<file path="src/rtl/axi_lite_cfg_regfile.sv">
// axi_lite_cfg_regfile
// AXI4-Lite subordinate holding a small bank of configuration/status registers.
//
// Ports:
//   clk_i           clock
//   rst_i           synchronous, active-high reset
//   axi_lite_req_i  AXI4-Lite request (aw/w/ar channels, valids, b_ready, r_ready)
//   axi_lite_rsp_o  AXI4-Lite response (readies, b/r channels, valids)
//   reg_q_o         register contents, slice i = register i (read-only slices echo ro_data_i)
//   reg_wr_o        one-cycle pulse per register after a successful write commit
//   ro_data_i       hardware status values shown by read-only registers
//
// Handshake rule: a beat transfers on the rising edge where valid and ready are
// both high. Readies here depend only on internal state, never on any valid.
// The write and read paths are independent; each holds at most one response.

package axi_lite_cfg_regfile_pkg;
    typedef struct packed {
        logic [31:0] addr;
        logic [2:0]  prot;
    } ax_chan_t;

    typedef struct packed {
        logic [31:0] data;
        logic [3:0]  strb;
    } w_chan_t;

    typedef struct packed {
        logic [1:0] resp;
    } b_chan_t;

    typedef struct packed {
        logic [31:0] data;
        logic [1:0]  resp;
    } r_chan_t;

    typedef struct packed {
        ax_chan_t aw;
        logic     aw_valid;
        w_chan_t  w;
        logic     w_valid;
        logic     b_ready;
        ax_chan_t ar;
        logic     ar_valid;
        logic     r_ready;
    } req_t;

    typedef struct packed {
        logic    aw_ready;
        logic    w_ready;
        b_chan_t b;
        logic    b_valid;
        logic    ar_ready;
        r_chan_t r;
        logic    r_valid;
    } rsp_t;
endpackage

module axi_lite_cfg_regfile #(
    parameter int unsigned          NumRegs      = 8,
    parameter int unsigned          DataWidth    = 32,
    parameter int unsigned          AddrWidth    = 32,
    parameter logic [AddrWidth-1:0] BaseAddr     = '0,
    parameter logic [NumRegs-1:0]   ReadOnlyMask = '0,
    parameter logic [DataWidth-1:0] ResetValue   = '0,
    parameter type axi_lite_req_t = axi_lite_cfg_regfile_pkg::req_t,
    parameter type axi_lite_rsp_t = axi_lite_cfg_regfile_pkg::rsp_t
) (
    input  logic                           clk_i,
    input  logic                           rst_i,
    input  axi_lite_req_t                  axi_lite_req_i,
    output axi_lite_rsp_t                  axi_lite_rsp_o,
    output logic [NumRegs*DataWidth-1:0]   reg_q_o,
    output logic [NumRegs-1:0]             reg_wr_o,
    input  logic [NumRegs*DataWidth-1:0]   ro_data_i
);

    localparam int unsigned StrbWidth = DataWidth / 8;
    localparam int unsigned AddrLsb   = $clog2(StrbWidth);
    localparam int unsigned IdxWidth  = (NumRegs > 1) ? $clog2(NumRegs) : 1;
    localparam logic [1:0]  RespOkay   = 2'b00;
    localparam logic [1:0]  RespSlvErr = 2'b10;

    // Write holding slots and response
    logic                 aw_full;
    logic [AddrWidth-1:0] aw_addr;
    logic                 w_full;
    logic [DataWidth-1:0] w_data;
    logic [StrbWidth-1:0] w_strb;
    logic                 b_valid;
    logic [1:0]           b_resp;

    // Read response
    logic                 r_valid;
    logic [DataWidth-1:0] r_data;
    logic [1:0]           r_resp;

    logic [DataWidth-1:0] regs     [NumRegs];
    logic [DataWidth-1:0] reg_view [NumRegs];
    logic [NumRegs-1:0]   reg_wr;

    logic aw_hs, w_hs, ar_hs, commit;
    assign aw_hs  = axi_lite_req_i.aw_valid & ~aw_full;
    assign w_hs   = axi_lite_req_i.w_valid & ~w_full;
    assign ar_hs  = axi_lite_req_i.ar_valid & ~r_valid;
    // A pending B response blocks the commit; slots may still fill meanwhile.
    assign commit = aw_full & w_full & ~b_valid;

    // Decode: offset wraps modulo 2^AddrWidth, must be word aligned and in range.
    logic [AddrWidth-1:0] wr_off, rd_off;
    logic                 wr_hit, wr_ok, rd_hit;
    logic [IdxWidth-1:0]  wr_idx, rd_idx;

    assign wr_off = aw_addr - BaseAddr;
    assign rd_off = axi_lite_req_i.ar.addr - BaseAddr;
    assign wr_hit = (wr_off[AddrLsb-1:0] == '0) && ((wr_off >> AddrLsb) < AddrWidth'(NumRegs));
    assign rd_hit = (rd_off[AddrLsb-1:0] == '0) && ((rd_off >> AddrLsb) < AddrWidth'(NumRegs));
    assign wr_idx = wr_off[AddrLsb +: IdxWidth];
    assign rd_idx = rd_off[AddrLsb +: IdxWidth];
    assign wr_ok  = wr_hit && !ReadOnlyMask[wr_idx];

    // What software and hardware see: stored value, or live status for read-only slots.
    for (genvar i = 0; i < NumRegs; i++) begin : g_view
        assign reg_view[i] = ReadOnlyMask[i] ? ro_data_i[i*DataWidth +: DataWidth] : regs[i];
        assign reg_q_o[i*DataWidth +: DataWidth] = reg_view[i];
    end

    always_ff @(posedge clk_i) begin
        if (rst_i) begin
            aw_full <= 1'b0;
            aw_addr <= '0;
            w_full  <= 1'b0;
            w_data  <= '0;
            w_strb  <= '0;
            b_valid <= 1'b0;
            b_resp  <= RespOkay;
            reg_wr  <= '0;
            for (int i = 0; i < NumRegs; i++) begin
                regs[i] <= ResetValue;
            end
        end else begin
            reg_wr <= '0;
            if (aw_hs) begin
                aw_full <= 1'b1;
                aw_addr <= axi_lite_req_i.aw.addr;
            end
            if (w_hs) begin
                w_full <= 1'b1;
                w_data <= axi_lite_req_i.w.data;
                w_strb <= axi_lite_req_i.w.strb;
            end
            if (b_valid && axi_lite_req_i.b_ready) begin
                b_valid <= 1'b0;
            end
            if (commit) begin
                aw_full <= 1'b0;
                w_full  <= 1'b0;
                b_valid <= 1'b1;
                b_resp  <= wr_ok ? RespOkay : RespSlvErr;
                if (wr_ok) begin
                    // An all-zero strobe still counts as a write and pulses.
                    reg_wr[wr_idx] <= 1'b1;
                    for (int b = 0; b < StrbWidth; b++) begin
                        if (w_strb[b]) begin
                            regs[wr_idx][8*b +: 8] <= w_data[8*b +: 8];
                        end
                    end
                end
            end
        end
    end

    // The read samples reg_view before any same-edge write lands, so a
    // colliding read returns the pre-write value.
    always_ff @(posedge clk_i) begin
        if (rst_i) begin
            r_valid <= 1'b0;
            r_data  <= '0;
            r_resp  <= RespOkay;
        end else if (ar_hs) begin
            r_valid <= 1'b1;
            r_data  <= rd_hit ? reg_view[rd_idx] : '0;
            r_resp  <= rd_hit ? RespOkay : RespSlvErr;
        end else if (r_valid && axi_lite_req_i.r_ready) begin
            r_valid <= 1'b0;
        end
    end

    assign reg_wr_o = reg_wr;

    always_comb begin
        axi_lite_rsp_o          = '0;
        axi_lite_rsp_o.aw_ready = ~aw_full;
        axi_lite_rsp_o.w_ready  = ~w_full;
        axi_lite_rsp_o.b_valid  = b_valid;
        axi_lite_rsp_o.b.resp   = b_resp;
        axi_lite_rsp_o.ar_ready = ~r_valid;
        axi_lite_rsp_o.r_valid  = r_valid;
        axi_lite_rsp_o.r.data   = r_data;
        axi_lite_rsp_o.r.resp   = r_resp;
    end

    // Protection attributes carry no meaning for this register bank.
    logic unused_prot;
    assign unused_prot = ^{axi_lite_req_i.aw.prot, axi_lite_req_i.ar.prot};

endmodule

</file>
<file path="config.mk">
export PLATFORM = sky130hd
export DESIGN_NAME = axi_lite_cfg_regfile
export DESIGN_NICKNAME = d
export VERILOG_FILES = /design/src/rtl/axi_lite_cfg_regfile.sv
export SDC_FILE = /design/constraint.sdc
export NUM_CORES = 1
export LEC_CHECK = 0
export ABC_AREA = 1
export BUFFER_PORTS_ARGS = -buffer_cell sky130_fd_sc_hd__buf_2
export CAP_MARGIN = 15
export CORE_AREA = 3 3 259 261
export DETAILED_ROUTE_END_ITERATION = 10
export DIE_AREA = 0 0 262 264
export PLACE_DENSITY_LB_ADDON = 0.08
export SLEW_MARGIN = 20
export SYNTH_ARGS = -nofsm -noshare
export SYNTH_HDL_FRONTEND = slang
export SYNTH_SLANG_ARGS = --single-unit
</file>
<file path="constraint.sdc">
create_clock -name clk_i -period 5.4 [get_ports clk_i]
set_clock_uncertainty 0.2 [all_clocks]
set_input_delay 0.81 -clock clk_i [delete_from_list [all_inputs] [get_ports clk_i]]
set_output_delay 0.81 -clock clk_i [all_outputs]
set_load 0.01 [all_outputs]
</file>
==> flow_metrics.py <==
metrics = {
    "clock_network": {
        "path_clk_slew_ns": 0.06,
        "cts_buffers": 48,
        "cts_max_path_buffers": 3,
        "post_cts_buffers": 0,
        "clockRootBuffer": "clkbuf_16",
        "clock_sinks": 370,
        "holdBufCountCts": 0,
        "h-tree-depth": 2,
        "cts_resized": 0,
        "cts_tree": "done",
        "insertion_delay_ns": 0.57,
    },
    "power_and_ir_drop": {
        "p_int_mw": 5.16,
        "irDropWorstVdd_mv": 0.179,
        "p_leak_nw": 9.17,
        "power_mw": 6.91,
        "p_per_area_mw_per_mm2": 335,
        "p_clk_share_pct": 44.3,
        "combPwrFrac_pct": 9.3,
        "seqPwrFrac_pct": 46.5,
        "power_switching_mw": 1.76,
        "netSwitchingFraction_pct": 25.4,
    },
    "setup_path": {
        "start_kind": "register",
        "end_kind": "register",
        "r2r_cells": 7,
        "crit_required_ns": 5.40,
        "critPathKind": "register to register",
        "critPathArrivalTime_ns": 3.65,
        "cp_max_fo": 18,
    },
    "timing": {
        "worstMarginPinSlew_ns": 1.02,
        "finalMaxSlewViolations": 0,
        "whs_ns": 0.261,
        "setup_violations": 0,
        "max_slew_margin_pct": 31.4,
        "min_period_ns": 3.65,
        "final-hold-violation-count": 0,
        "fin_setup_tns_ns": 0,
        "rsz0062_at_grt": "no",
        "finalCritPeriodShare_pct": 67.7,
        "fmaxAchievable_mhz": 274,
    },
    "min_path": {
        "min_path_cells": 2,
        "holdCritPathClass": "register to register",
    },
    "detailed_routing": {
        "wl_um": 66100,
        "drcViolationCount": 0,
        "ant_nets": 0,
        "wl_per_cell_um": 20.9,
        "viasPerCell": 4.41,
        "drtIter0Drc": 922,
        "dr.pass1.iters": 5,
        "via_count": 13912,
    },
    "global_routing": {
        "grtUsageMet3_pct": 4.66,
        "gr-usage-met2_pct": 30.4,
        "grt_overflow_total": 0,
        "grt_max_degree": 72,
        "met1_usage_pct": 24.5,
        "antenna_found_initial": 2,
        "track_usage_pct": 18.7,
        "grt_pass1_wl_um": 95100,
        "grt_pass1_vias": 13765,
        "grt_busiest_layer": "met2",
    },
    "place": {
        "dp_hpwl_um": 46600,
        "gp_congestion": 0.801,
        "port_buffers": 409,
    },
    "finish": {
        "syn2layout_area_growth_pct": 27.7,
        "postLayoutCoreUtil_pct": 31.9,
        "nets": 2633,
        "num-fill-cells": 6990,
        "drive_gt1_share_pct": 22.5,
    },
    "outcome": {
        "run_status": "finished clean",
    },
    "logic_synthesis": {
        "yosysWarnings": 0,
        "ys_ff_latch": 370,
        "ys_seq_area_share_pct": 61.8,
        "yosysUniqueCellTypes": 22,
        "avgSynthCellArea_um2": 8.61,
        "syn_area_mm2": 0.0161,
        "syn_inst": 1874,
    },
    "floorplanning": {
        "die_height_um": 264,
        "rows": 93,
        "io_pins": 674,
        "die_x_um": 262,
        "start_util_pct": 25.0,
        "coreArea_mm2": 0.0647,
        "fp.dieArea_mm2": 0.0692,
    },
    "flow_run": {
        "cap_violations": 0,
    },
}
worst max-delay path, cell delays in order (launching register included):
cell and delay, ns:
dfxtp_1 0.32, inv_1 0.07, nor2_1 0.08, nand2_1 0.15, nor2_2 0.69, buf_4 0.38
nand4_1 0.61, nand2_1 0.76
stage by stage:
| stage | instance area [µm²] | setup slack (ns) | cells |
|---|---|---|---|
| 6_report | 20600 | 1.75 | 3158 |
| 5_1_grt | 20600 | 1.50 | 3158 |
| 4_1_cts | 20600 | 1.70 | 3157 |
| 3_5_place_dp | 19100 | 1.41 | 3069 |
| 3_3_place_gp | 19100 | 1.42 | 3069 |
| 2_1_floorplan | 16100 | 2.90 | 1875 |
path summary, 6_finish.rpt:
check / startpoint / slack (ns) / end
hold reg to reg: aw_addr[9] / 0.26 / aw_addr[9]
setup reg to reg: w_full / 1.75 / regs[6][14]
setup / recovery: w_full / 1.75 / regs[6][14]
hold / removal: aw_addr[9] / 0.26 / aw_addr[9]
power by group through the flow:
stage / clock [mW] / combinational (mW) / sequential, mW
global placement: 0 / 0.654 / 3.27
global route: 3.26 / 0.721 / 3.22
finish: 3.06 / 0.640 / 3.21
detailed placement: 0 / 0.654 / 3.27
CTS: 3.15 / 0.656 / 3.21
floorplan: 0 / 0.328 / 3.27
cell type report:
class                           instances  area [µm²]  share of cell area, %
Clock buffer                           82        1470                   7.13
Inverter                              219         826                   4.01
Multi-Input combinational cell       1190        4980                   24.2
Tap cell                              855        1070                   5.19
Timing Repair Buffer                  435        2260                   11.0
Clock inverter                          6        35.0                  0.170
Antenna cell                            1        2.50                 0.0121
Sequential cell                       370        9970                   48.4
cells in the mapped netlist (all sizes together):
master	instances	area share [%]
a21oi	70	2.2
buf	24	0.70
clkbuf	72	1.7
clkinv	33	0.77
conb	1	0.023
dfxtp	114	14
edfxtp	256	48
inv	186	4.3
nand2	474	11
nand3	160	5.0
nand4	32	1.4
nor2	370	8.6
nor3	8	0.25
o21a	1	0.047
o21ai	71	2.2
or2	2	0.078
cell usage in the layout, fill, tap and decap left out, types with 4 or more instances in the layout:
master     netlist  routed
clkinv_2         0       4
nand4_2          4       4
nor2_1         368     366
clkinv_1        33      33
clkbuf_1        72      21
dfxtp_1        114     114
nor3_1           8       8
a21oi_1         70      70
inv_2            4       5
buf_4            4      26
buf_2            6     408
nand4_1         28      28
clkbuf_8         0      12
nand3_1        160     160
nand2_1        474     474
o21ai_0         71      71
clkbuf_16        0      49
edfxtp_1       256     256
inv_1          182     179
sequential cells by signal, indices dropped and copies added, names as in the netlist:
signal    flops
b_resp        1
w_data       32
w_full        1
b_valid       1
r_valid       1
w_strb        4
reg_wr_o      8
r_data       32
aw_full       1
regs        256
aw_addr      32
r_resp        1
routing by layer:
layer,wire (µm),up-vias
met5,7,-
met4,1870,2
met3,4460,108
met2,30600,439
met1,29100,6567
li1,-,6796
kinds of logic after synthesis:
kind of cell / after synthesis / share of synthesized area [%]
compound gates: 142 / 4.42
buf+inv: 315 / 7.46
flops: 370 / 61.8
other cells: 1 / 0.0232
simple gates: 1046 / 26.3
No activity file was read; power rests on OpenSTA's default activity.
